===== src/rtl/npc_lsu_pkg.sv =====
// ---------------------------------------------------------------------------
// npc_lsu_pkg
// Shared types and constants for the npc load/store unit.
//   lsu_state_e      : FSM state encoding (IDLE, REQ, WAIT_R, RESP)
//   SZ_B..SZ_D       : funct3[1:0] access-size codes
//   F3_UNSIGNED_BIT  : funct3 bit that selects zero-extension on loads
//   size_base_mask() : byte-enable pattern of an access before lane shifting
// ---------------------------------------------------------------------------
package npc_lsu_pkg;

  typedef enum logic [1:0] {
    IDLE   = 2'd0,
    REQ    = 2'd1,
    WAIT_R = 2'd2,
    RESP   = 2'd3
  } lsu_state_e;

  localparam logic [1:0] SZ_B = 2'd0;
  localparam logic [1:0] SZ_H = 2'd1;
  localparam logic [1:0] SZ_W = 2'd2;
  localparam logic [1:0] SZ_D = 2'd3;

  localparam int F3_UNSIGNED_BIT = 2;

  function automatic logic [7:0] size_base_mask(input logic [1:0] sz);
    case (sz)
      SZ_B:    return 8'h01;
      SZ_H:    return 8'h03;
      SZ_W:    return 8'h0F;
      default: return 8'hFF;
    endcase
  endfunction

endpackage


===== src/rtl/lsu_lane_align.sv =====
// ---------------------------------------------------------------------------
// lsu_lane_align
// Combinational byte-lane steering shared by stores and loads.
//   off_i      : byte offset of the access inside the memory word
//   size_i     : funct3[1:0] access size
//   unsigned_i : 1 = zero-extend loads, 0 = sign-extend
//   st_data_i  : right-aligned store data
//   st_data_o  : store data shifted onto its byte lanes
//   st_mask_o  : byte enables; lanes past the word boundary are dropped
//   ld_word_i  : full-width word returned by memory
//   ld_data_o  : load data shifted down, truncated and extended
// ---------------------------------------------------------------------------
module lsu_lane_align
  import npc_lsu_pkg::*;
#(
  parameter  int DATA_W = 32,
  localparam int BYTES  = DATA_W / 8,
  localparam int OFF_W  = $clog2(BYTES)
) (
  input  logic [OFF_W-1:0]  off_i,
  input  logic [1:0]        size_i,
  input  logic              unsigned_i,
  input  logic [DATA_W-1:0] st_data_i,
  output logic [DATA_W-1:0] st_data_o,
  output logic [BYTES-1:0]  st_mask_o,
  input  logic [DATA_W-1:0] ld_word_i,
  output logic [DATA_W-1:0] ld_data_o
);

  logic [7:0]          base8;
  logic [2*BYTES-1:0]  mask_wide;
  logic [DATA_W-1:0]   ld_shift;
  logic [DATA_W-1:0]   keep_m;
  logic                sign_b;

  assign base8 = size_base_mask(size_i);

  // Shift into a double-width field so lanes that fall off the top of the
  // word simply disappear when truncated.
  assign mask_wide = {{BYTES{1'b0}}, base8[BYTES-1:0]} << off_i;
  assign st_mask_o = mask_wide[BYTES-1:0];
  assign st_data_o = st_data_i << {off_i, 3'b000};

  // Missing upper bytes of a misaligned load shift in as zero.
  assign ld_shift = ld_word_i >> {off_i, 3'b000};

  always_comb begin
    keep_m = '1;
    sign_b = 1'b0;
    case (size_i)
      SZ_B: begin
        keep_m = DATA_W'(8'hFF);
        sign_b = ld_shift[7];
      end
      SZ_H: begin
        keep_m = DATA_W'(16'hFFFF);
        sign_b = ld_shift[15];
      end
      SZ_W: begin
        keep_m = DATA_W'(32'hFFFF_FFFF);
        sign_b = ld_shift[31];
      end
      default: begin
        keep_m = '1;
        sign_b = 1'b0;
      end
    endcase
  end

  assign ld_data_o = (ld_shift & keep_m) | ((sign_b & ~unsigned_i) ? ~keep_m : '0);

endmodule


===== src/rtl/lsu_mem_unit.sv =====
// ---------------------------------------------------------------------------
// lsu_mem_unit
// Multi-cycle handshaked load/store engine for the npc core.
// Core side : req_valid_i/req_ready_o request, one-cycle resp_valid_o pulse
//             with resp_rdata_o (extended load data) and resp_err_o.
// Memory    : mem_valid_o/mem_ready_i request carrying mem_we_o, aligned
//             mem_addr_o, lane-shifted mem_wdata_o and mem_wmask_o; read data
//             returns on mem_rvalid_i/mem_rdata_i.
// Parameters: DATA_W (32 or 64), ADDR_W, TIMEOUT (0 = no timeout).
// Build option: define LSU_MISALIGN_EXC_EN to turn misaligned accesses into
// an immediate error response instead of a partial-lane access.
//
// state  | meaning
// -------+--------------------------------------------------------------
// IDLE   | ready for a request; illegal/misaligned requests skip to RESP
// REQ    | mem_valid_o held with stable fields until mem_ready_i
// WAIT_R | load issued, waiting for mem_rvalid_i
// RESP   | one-cycle resp_valid_o, then back to IDLE
// ---------------------------------------------------------------------------
module lsu_mem_unit
  import npc_lsu_pkg::*;
#(
  parameter  int DATA_W  = 32,
  parameter  int ADDR_W  = 32,
  parameter  int TIMEOUT = 255,
  localparam int BYTES   = DATA_W / 8
) (
  input  logic              clk_i,
  input  logic              reset_i,
  input  logic              req_valid_i,
  output logic              req_ready_o,
  input  logic              req_store_i,
  input  logic [2:0]        req_funct3_i,
  input  logic [ADDR_W-1:0] req_addr_i,
  input  logic [DATA_W-1:0] req_wdata_i,
  output logic              resp_valid_o,
  output logic [DATA_W-1:0] resp_rdata_o,
  output logic              resp_err_o,
  output logic              mem_valid_o,
  input  logic              mem_ready_i,
  output logic              mem_we_o,
  output logic [ADDR_W-1:0] mem_addr_o,
  output logic [DATA_W-1:0] mem_wdata_o,
  output logic [BYTES-1:0]  mem_wmask_o,
  input  logic              mem_rvalid_i,
  input  logic [DATA_W-1:0] mem_rdata_i
);

  localparam int OFF_W = $clog2(BYTES);
  localparam int CNT_W = (TIMEOUT < 2) ? 1 : $clog2(TIMEOUT + 1);
  // Counter value during the last permitted cycle of REQ/WAIT_R.
  localparam logic [CNT_W-1:0] TO_LAST = CNT_W'((TIMEOUT > 0) ? TIMEOUT - 1 : 0);

  lsu_state_e        state_q;
  logic              req_ready_q;
  logic              resp_valid_q;
  logic              resp_err_q;
  logic [DATA_W-1:0] resp_rdata_q;
  logic              mem_valid_q;
  logic              mem_we_q;
  logic [ADDR_W-1:0] mem_addr_q;
  logic [DATA_W-1:0] mem_wdata_q;
  logic [BYTES-1:0]  mem_wmask_q;
  logic [CNT_W-1:0]  to_cnt_q;
  logic              store_q;
  logic [1:0]        size_q;
  logic              uns_q;
  logic [OFF_W-1:0]  off_q;

  logic              idle_w;
  logic              illegal_w;
  logic              misalign_w;
  logic              to_hit_w;
  logic [OFF_W-1:0]  al_off;
  logic [1:0]        al_size;
  logic              al_uns;
  logic [DATA_W-1:0] al_st_data;
  logic [BYTES-1:0]  al_st_mask;
  logic [DATA_W-1:0] al_ld_data;

  assign idle_w = (state_q == IDLE);

  // The aligner sees the live request while idle (store lanes are computed
  // at accept time) and the latched fields afterwards (load extraction).
  assign al_off  = idle_w ? req_addr_i[OFF_W-1:0] : off_q;
  assign al_size = idle_w ? req_funct3_i[1:0] : size_q;
  assign al_uns  = idle_w ? req_funct3_i[F3_UNSIGNED_BIT] : uns_q;

  lsu_lane_align #(
    .DATA_W (DATA_W)
  ) u_align (
    .off_i      (al_off),
    .size_i     (al_size),
    .unsigned_i (al_uns),
    .st_data_i  (req_wdata_i),
    .st_data_o  (al_st_data),
    .st_mask_o  (al_st_mask),
    .ld_word_i  (mem_rdata_i),
    .ld_data_o  (al_ld_data)
  );

  assign illegal_w = (req_funct3_i == 3'b111) ||
                     ((req_funct3_i[1:0] == SZ_D) && (DATA_W == 32));

  always_comb begin
    misalign_w = 1'b0;
`ifdef LSU_MISALIGN_EXC_EN
    case (req_funct3_i[1:0])
      SZ_H:    misalign_w = req_addr_i[0];
      SZ_W:    misalign_w = |req_addr_i[1:0];
      SZ_D:    misalign_w = |req_addr_i[2:0];
      default: misalign_w = 1'b0;
    endcase
`endif
  end

  assign to_hit_w = (TIMEOUT != 0) && (to_cnt_q == TO_LAST);

  always_ff @(posedge clk_i) begin
    if (reset_i) begin
      state_q      <= IDLE;
      req_ready_q  <= 1'b1;
      resp_valid_q <= 1'b0;
      resp_err_q   <= 1'b0;
      resp_rdata_q <= '0;
      mem_valid_q  <= 1'b0;
      mem_we_q     <= 1'b0;
      mem_addr_q   <= '0;
      mem_wdata_q  <= '0;
      mem_wmask_q  <= '0;
      to_cnt_q     <= '0;
      store_q      <= 1'b0;
      size_q       <= SZ_B;
      uns_q        <= 1'b0;
      off_q        <= '0;
    end else begin
      resp_valid_q <= 1'b0;
      case (state_q)
        IDLE: begin
          if (req_valid_i) begin
            req_ready_q <= 1'b0;
            store_q     <= req_store_i;
            size_q      <= req_funct3_i[1:0];
            uns_q       <= req_funct3_i[F3_UNSIGNED_BIT];
            off_q       <= req_addr_i[OFF_W-1:0];
            if (illegal_w || misalign_w) begin
              state_q      <= RESP;
              resp_valid_q <= 1'b1;
              resp_err_q   <= 1'b1;
              resp_rdata_q <= '0;
            end else begin
              state_q     <= REQ;
              mem_valid_q <= 1'b1;
              mem_we_q    <= req_store_i;
              mem_addr_q  <= {req_addr_i[ADDR_W-1:OFF_W], {OFF_W{1'b0}}};
              mem_wdata_q <= al_st_data;
              mem_wmask_q <= al_st_mask;
              to_cnt_q    <= '0;
            end
          end
        end

        REQ: begin
          if (mem_ready_i) begin
            mem_valid_q <= 1'b0;
            mem_we_q    <= 1'b0;
            mem_wmask_q <= '0;
            if (store_q) begin
              state_q      <= RESP;
              resp_valid_q <= 1'b1;
              resp_err_q   <= 1'b0;
              resp_rdata_q <= '0;
            end else begin
              state_q  <= WAIT_R;
              to_cnt_q <= '0;
            end
          end else if (to_hit_w) begin
            mem_valid_q  <= 1'b0;
            mem_we_q     <= 1'b0;
            mem_wmask_q  <= '0;
            state_q      <= RESP;
            resp_valid_q <= 1'b1;
            resp_err_q   <= 1'b1;
            resp_rdata_q <= '0;
          end else begin
            to_cnt_q <= to_cnt_q + CNT_W'(1);
          end
        end

        WAIT_R: begin
          if (mem_rvalid_i) begin
            state_q      <= RESP;
            resp_valid_q <= 1'b1;
            resp_err_q   <= 1'b0;
            resp_rdata_q <= al_ld_data;
          end else if (to_hit_w) begin
            state_q      <= RESP;
            resp_valid_q <= 1'b1;
            resp_err_q   <= 1'b1;
            resp_rdata_q <= '0;
          end else begin
            to_cnt_q <= to_cnt_q + CNT_W'(1);
          end
        end

        RESP: begin
          state_q     <= IDLE;
          req_ready_q <= 1'b1;
        end

        default: begin
          state_q     <= IDLE;
          req_ready_q <= 1'b1;
        end
      endcase
    end
  end

  assign req_ready_o  = req_ready_q;
  assign resp_valid_o = resp_valid_q;
  assign resp_err_o   = resp_err_q;
  assign resp_rdata_o = resp_rdata_q;
  assign mem_valid_o  = mem_valid_q;
  assign mem_we_o     = mem_we_q;
  assign mem_addr_o   = mem_addr_q;
  assign mem_wdata_o  = mem_wdata_q;
  assign mem_wmask_o  = mem_wmask_q;

endmodule


===== config.mk =====
export PLATFORM = sky130hd
export DESIGN_NAME = lsu_mem_unit
export DESIGN_NICKNAME = d
export VERILOG_FILES = /design/src/rtl/npc_lsu_pkg.sv /design/src/rtl/lsu_lane_align.sv /design/src/rtl/lsu_mem_unit.sv
export SDC_FILE = /design/constraint.sdc
export NUM_CORES = 1
export LEC_CHECK = 0
export BUFFER_PORTS_ARGS = -buffer_cell sky130_fd_sc_hd__buf_2
export CAP_MARGIN = 15
export CORE_MARGIN = 1
export CORE_UTILIZATION = 35
export DETAILED_ROUTE_END_ITERATION = 7
export MAX_ROUTING_LAYER = met4
export SETUP_SLACK_MARGIN = 0.3
export SYNTH_ARGS = -nofsm -noshare
export SYNTH_HDL_FRONTEND = slang
export SYNTH_SLANG_ARGS = --single-unit

===== constraint.sdc =====
create_clock -name clk_i -period 2.4 [get_ports clk_i]
set_input_delay 0.48 -clock clk_i [delete_from_list [all_inputs] [get_ports clk_i]]
set_output_delay 0.48 -clock clk_i [all_outputs]
set_load 0.005 [all_outputs]

======== Yosys cells after proc, flatten, opt, wreduce, memory -nomap -nowiden ========
Cells that the tools add are included.
operators by class
  add/subtract/negate cells ............... 1
  multiplexer cells ....................... 57
  equal/unequal tests ..................... 15
  shift-type cells ........................ 3
  bitwise gates (word level) .............. 6
  reductions and logical operators ........ 12
operators by type and width
  cell                 count
  $mux 32              7
  $pmux 32 s3          1
  $pmux 32 s2          1
  $mux 8               6
  $and 32x32->32       1
  $not 32->32          1
  $or 32x32->32        1
  $shl 32x5->32        1
  $shr 32x5->32        1
  $pmux 8 s3           1
  $mux 1               21
  $mux 4               4
  $mux 2               7
  $pmux 4 s3           1
  $ne 3x3->1 const B   3
  $pmux 1 s3           3
  $add 8x1->8 const B  1
  $eq 2x2->1 const B   4
  $eq 8x8->1 const B   1
  $pmux 2 s4           1
  $pmux 4 s2           1
  $reduce_and 4->1     2
  $ne 2x2->1 const B   3
  $pmux 1 s2           3
  13 further kinds     18
word-level totals
  register bits after elaboration ......... 119
  input bits .............................. 105
  logic and storage cells ................. 109

======== Depth between registers and ports, before layout ========
  depth after elaboration ................. 9
  depth in mapped cells ................... 12

======== Hierarchy ========
A second synthesis with hierarchy kept.
second synthesis, totals
  cells, all modules ...................... 724
  area total of the unflattened synthesis .. 5891.9 um^2
modules (own cells, without submodules)
  module          cells each  instances  area an instance (um^2)
  lsu_mem_unit    528         1          4574.4
  lsu_lane_align  196         1          1317.5

======== Worst setup path after synthesis ========
OpenSTA, ideal clock, no wires.
  path type ............................... reg-to-reg
  start ................................... register state_q[0]
  end ..................................... register resp_rdata_q[16] (netlist: resp_rdata_o[16])
  setup slack ............................. 0.100 ns
  arrival ................................. 2.205 ns
  stages on the path, launching flop included .. 11
  required time ........................... 2.305 ns
  clock period less this slack ............ 2.300 ns
  cell sequence ........................... dfxtp_1 inv_1 ha_1 buf_6 buf_4 a21oi_1 nand2_1 or2_0 clkbuf_1 o22a_1 o311ai_1
on the way
  cells in the longest elaborated chain, start to end .. 9
  elaborated cells on any way between the ends .. 25
  classes of those cells .................. eq/ne (7); shift (1); mux (8); bitwise (5); reduce/logical (4)
ends and longest elaborated chain
  element                                            line                                     text
  from (decl)                                        lsu_mem_unit.sv:54                       lsu_state_e state_q;
  from (signal assigned)                             lsu_mem_unit.sv:121                      state_q <= IDLE;
  from (signal assigned)                             lsu_mem_unit.sv:147                      state_q <= RESP;
  from (signal assigned)                             lsu_mem_unit.sv:152                      state_q <= REQ;
  $logic_not 2->1                                    lsu_mem_unit.sv:81, lsu_mem_unit.sv:138
  $mux 2 (on tied branches)                          lsu_mem_unit.sv:85, lsu_mem_unit.sv:86
  $shr 32x5->32, or another cell as far along        lsu_lane_align.sv:45                     assign ld_shift = ld_word_i >> {off_i, 3'b000};
  $pmux 1 s3 / $pmux 32 s2 (equally long branches)   lsu_lane_align.sv:50                     case (size_i)
  $and 1x1->1 / $not 32->32 (equally long branches)  lsu_lane_align.sv:70                     assign ld_data_o = (ld_shift & keep_m) | ((sign_b & ~unsigned_i) ? ~keep_m : '0);
  $mux 32                                            lsu_lane_align.sv:70
  $or 32x32->32                                      lsu_lane_align.sv:70
  $mux 32                                            lsu_mem_unit.sv:191                      if (mem_rvalid_i) begin
  $pmux 32 s3                                        lsu_mem_unit.sv:138                      case (state_q)
  to (signal assigned)                               lsu_mem_unit.sv:195                      resp_rdata_q <= al_ld_data;
  to (decl)                                          lsu_mem_unit.sv:58                       logic [DATA_W-1:0] resp_rdata_q;
Several ways; a longest one is shown, not always the timed one.
A chain may end at the register's enable or synchronous reset.

======== Worst setup path after layout ========
  start ................................... register state_q[0]
  end ..................................... register resp_rdata_q[19] (netlist: resp_rdata_o[19])
Same word-level chain as after synthesis.

==> flow_summary.ini <==
[die]
ios = 210
core_area_sq_um = 15900
die_w_um = 130
start_util_pct = 35.9
die_h_um = 130
rows = 46
die_area_sq_um = 16900

[setup_path]
crit_type = reg2reg
crit_buf_inv = 4
critical-path-slowest-cell = a2111oi_4
r2r_end = resp_rdata_o[19]$_SDFFE_PP0P_
critPathArrivalTime_ps = 2630
cp_common_cell = buf_6
rrSetupSlack_ps = 90
critPathMaxStageDelay_ps = 400
cp_cell_sequence = inv_4, ha_4, buf_6, buf_6, a32o_1, a31o_1, a2111oi_4, buf_6, nor2_1, o311ai_1
reg2regPathDepth = 10
startpoint_type = register
crit_family = compound AO/OA/AOI/OAI gates
cp-end-kind = register
r2r_start = state_q[0]$_SDFFE_PP0N_
critPathMaxFanout = 5
critPathRequiredTime_ps = 2720

[synthesis]
yosysSeqAreaShare_pct = 41.6
yosysWarnings = 0
synth-edff-count = 0
ys_async_sr_fraction_pct = 0
synth_cells = 745
synth_seq_cells = 119
synth_area_leaders = dfxtp_1 (42%), nand2_1 (12%), a21oi_1 (8.4%)
netlist.area_leader.share_pct = 41.6
postSynthAreaPerCell_sq_um = 7.69
yosysTopAreaCell = dfxtp_1
yosysUniqueCellTypes = 58
netlist_area_sq_um = 5730
synth_ff_type = dfxtp_1

[timing]
finalCritPeriodShare_pct = 96.2
finalMaxSlewViolations = 0
fin_crit_ps = 2310
setup_viol_count_final = 0
tightestPinTransition_ps = 523
fmax_ghz = 0.433
finalSetupTns_ps = 0
grt_setup_unrepaired = yes
maxSlewHeadroom_pct = 65.0
hold_violations = 0
finClkSkew_ps = 15.4
holdWs_ps = 297

[status]
outcome = finished, final reports clean

[clocking]
clockRootBuffer = clkbuf_16
cts.sinks = 119
cts_inserted_buffers = 17
cts_tree = built
htreeDepth = 4
clk_pin_slew_ps = 60
insertion_delay_ps = 420
cts_buffer_depth = 2

[power_and_ir_drop]
clkPwrFrac_pct = 28.8
swShare_pct = 36.8
ir_drop_v = 0.000557
internal-power_w = 0.00574
pwr-share-seq_pct = 26.3
p_sw_w = 0.00334
leakagePower_nw = 3.73
power_w = 0.00908
p_per_area_nw_per_um2 = 1100
p_comb_share_pct = 44.8

[min_path]
worstHoldPathCells = 3
hp-start = req_addr_i[28]
whs_endpoint = mem_addr_o[28]$_SDFFE_PP0P_
hold_class = in2reg

[drt]
routedWlPerCell_um = 16.5
routed_wl_um = 19800
antenna_left = 0
vias = 6174
routed_via_density = 5.15
drtIter0Drc = 541
first_pass_iters = 5
drc = 0

[cells_and_area]
synthToLayoutAreaGrowth_pct = 44.7
drive_above_1_share_pct = 35.0
nFillCells = 1596
diodes = 0
nNetsFinal = 1083

[placement]
gp_congestion = 0.830
dpl.hpwl_um = 13400
io_buffers = 207

[grt]
gr-total-overflow = 0
grt_pass1_wl_um = 29500
antenna_found_initial = 0
first_global_vias = 5384
grt_util_all_layers_pct = 23.4
grt_max_degree = 78

[run]
maxCapViolCount = 0
-- worst min-delay path, cell delays in order --
cell     delay [ps]
buf_2            90
nand2_1          40
a21oi_1          50
-- area by class of cell --
type / count / area [sq um] / area share (%)
Multi-Input combinational cell: 566 / 3400 / 41.0
Sequential cell: 119 / 2390 / 28.8
Timing Repair Buffer: 260 / 1590 / 19.2
Clock buffer: 23 / 478 / 5.77
Tap cell: 216 / 270 / 3.26
Clock inverter: 8 / 121 / 1.46
Inverter: 8 / 37.5 / 0.453
-- worst max-delay path by stage --
stage	depth (start not counted)	slack [ps]	endpoint	start
CTS	9	190	resp_rdata_o[19]$_SDFFE_PP0P_	state_q[0]$_SDFFE_PP0N_
global placement	9	140	resp_rdata_o[19]$_SDFFE_PP0P_	state_q[1]$_SDFFE_PP0N_
floorplan	10	280	resp_rdata_o[20]$_SDFFE_PP0P_	state_q[0]$_SDFFE_PP0N_
global route	11	20	resp_rdata_o[19]$_SDFFE_PP0P_	state_q[0]$_SDFFE_PP0N_
detailed placement	9	120	resp_rdata_o[19]$_SDFFE_PP0P_	state_q[1]$_SDFFE_PP0N_
finish	10	90	resp_rdata_o[19]$_SDFFE_PP0P_	state_q[0]$_SDFFE_PP0N_
-- power by group through the flow --
stage	sequential (W)	combinational [W]	clock (W)
floorplan	0.00243	0.00215	0
global placement	0.00241	0.00332	0
detailed placement	0.00242	0.00333	0
CTS	0.00238	0.00353	0.00265
global route	0.00242	0.00442	0.00275
finish	0.00239	0.00407	0.00262
-- cells by family after synthesis --
logic type | Yosys count | share of synthesized area (%)
AO/OA/AOI/OAI | 189 | 21.3
adder cells (fa/ha/maj) | 6 | 1.31
buffers and inverters | 62 | 4.83
flip-flops | 119 | 41.6
multiplexers | 30 | 5.53
other | 1 | 0.0655
AND/OR/NAND/NOR | 338 | 25.4
-- state kept, by name, summed over array words and instances (netlist names) --
| signal | cells |
|---|---|
| req_ready_o | 1 |
| size_q | 2 |
| to_cnt_q | 8 |
| off_q | 2 |
| mem_wdata_o | 32 |
| mem_valid_o | 1 |
| resp_valid_o | 1 |
| state_q | 2 |
| mem_addr_o | 30 |
| resp_rdata_o | 32 |
| store_q | 1 |
| mem_we_o | 1 |
| resp_err_o | 1 |
| uns_q | 1 |
| mem_wmask_o | 4 |
-- stage by stage --
stage          utilization [%]  std cells  worst slack [ps]  instance area (sq um)
6_report                  52.0       1200              91.5                   8290
5_1_grt                   52.0       1200              23.8                   8290
4_1_cts                   49.5       1183               195                   7890
3_5_place_dp              44.9       1147               115                   7150
3_3_place_gp              44.9       1147               137                   7150
2_1_floorplan                -        746               284                   5780
-- repair_timing --
action | CTS | global route
resized for setup | 15 | 54
setup endpoints to repair | 36 | 51
pin swaps | 1 | 11
buffers inserted | 4 | 15
hold buffers | 0 | 0
gates cloned | 1 | 2
-- routing by layer --
| layer | up-vias | share of wire, % | GRT usage, % |
|---|---|---|---|
| met3 | 24 | 5.3 | 4.55 |
| li1 | 3056 | - | - |
| met2 | 207 | 46 | 34.8 |
| met1 | 2887 | 46 | 31.7 |
| met4 | 0 | 2.1 | 7.93 |
| met5 | - | 0 | - |
-- synthesized netlist by cell type, types with 3 or more instances --
cell type / number
nand2_1: 178
inv_1: 8
buf_2: 11
clkbuf_1: 35
nor2b_1: 8
and2_1: 3
mux2i_1: 26
nor3b_1: 3
nor3_1: 17
nor2_1: 67
a211oi_1: 11
o211ai_1: 13
nand2b_1: 3
a22o_1: 6
nand4_1: 7
a21oi_1: 96
ha_1: 6
a32oi_1: 8
buf_4: 4
o21ai_0: 17
a22oi_1: 9
nand3_1: 39
dfxtp_1: 119
and3_1: 3
-- placed cells by master, fill, tap and decap left out, types with 6 or more instances in the layout --
cell       count
a21oi_1       95
nor3_1        17
a32oi_1        8
buf_2        206
nor2_1        63
buf_12         7
nand4_1        7
o21ai_0       17
a22o_1         6
nand3_2        8
dfxtp_1      117
clkbuf_16     18
mux2i_1       15
o211ai_1      13
buf_6          7
nand3_1       31
a22oi_1        9
nor2b_1        8
mux2i_4        9
a211oi_1      10
buf_4         38
nand2_1      176
Note: power is estimated with default switching activity, not from simulation.
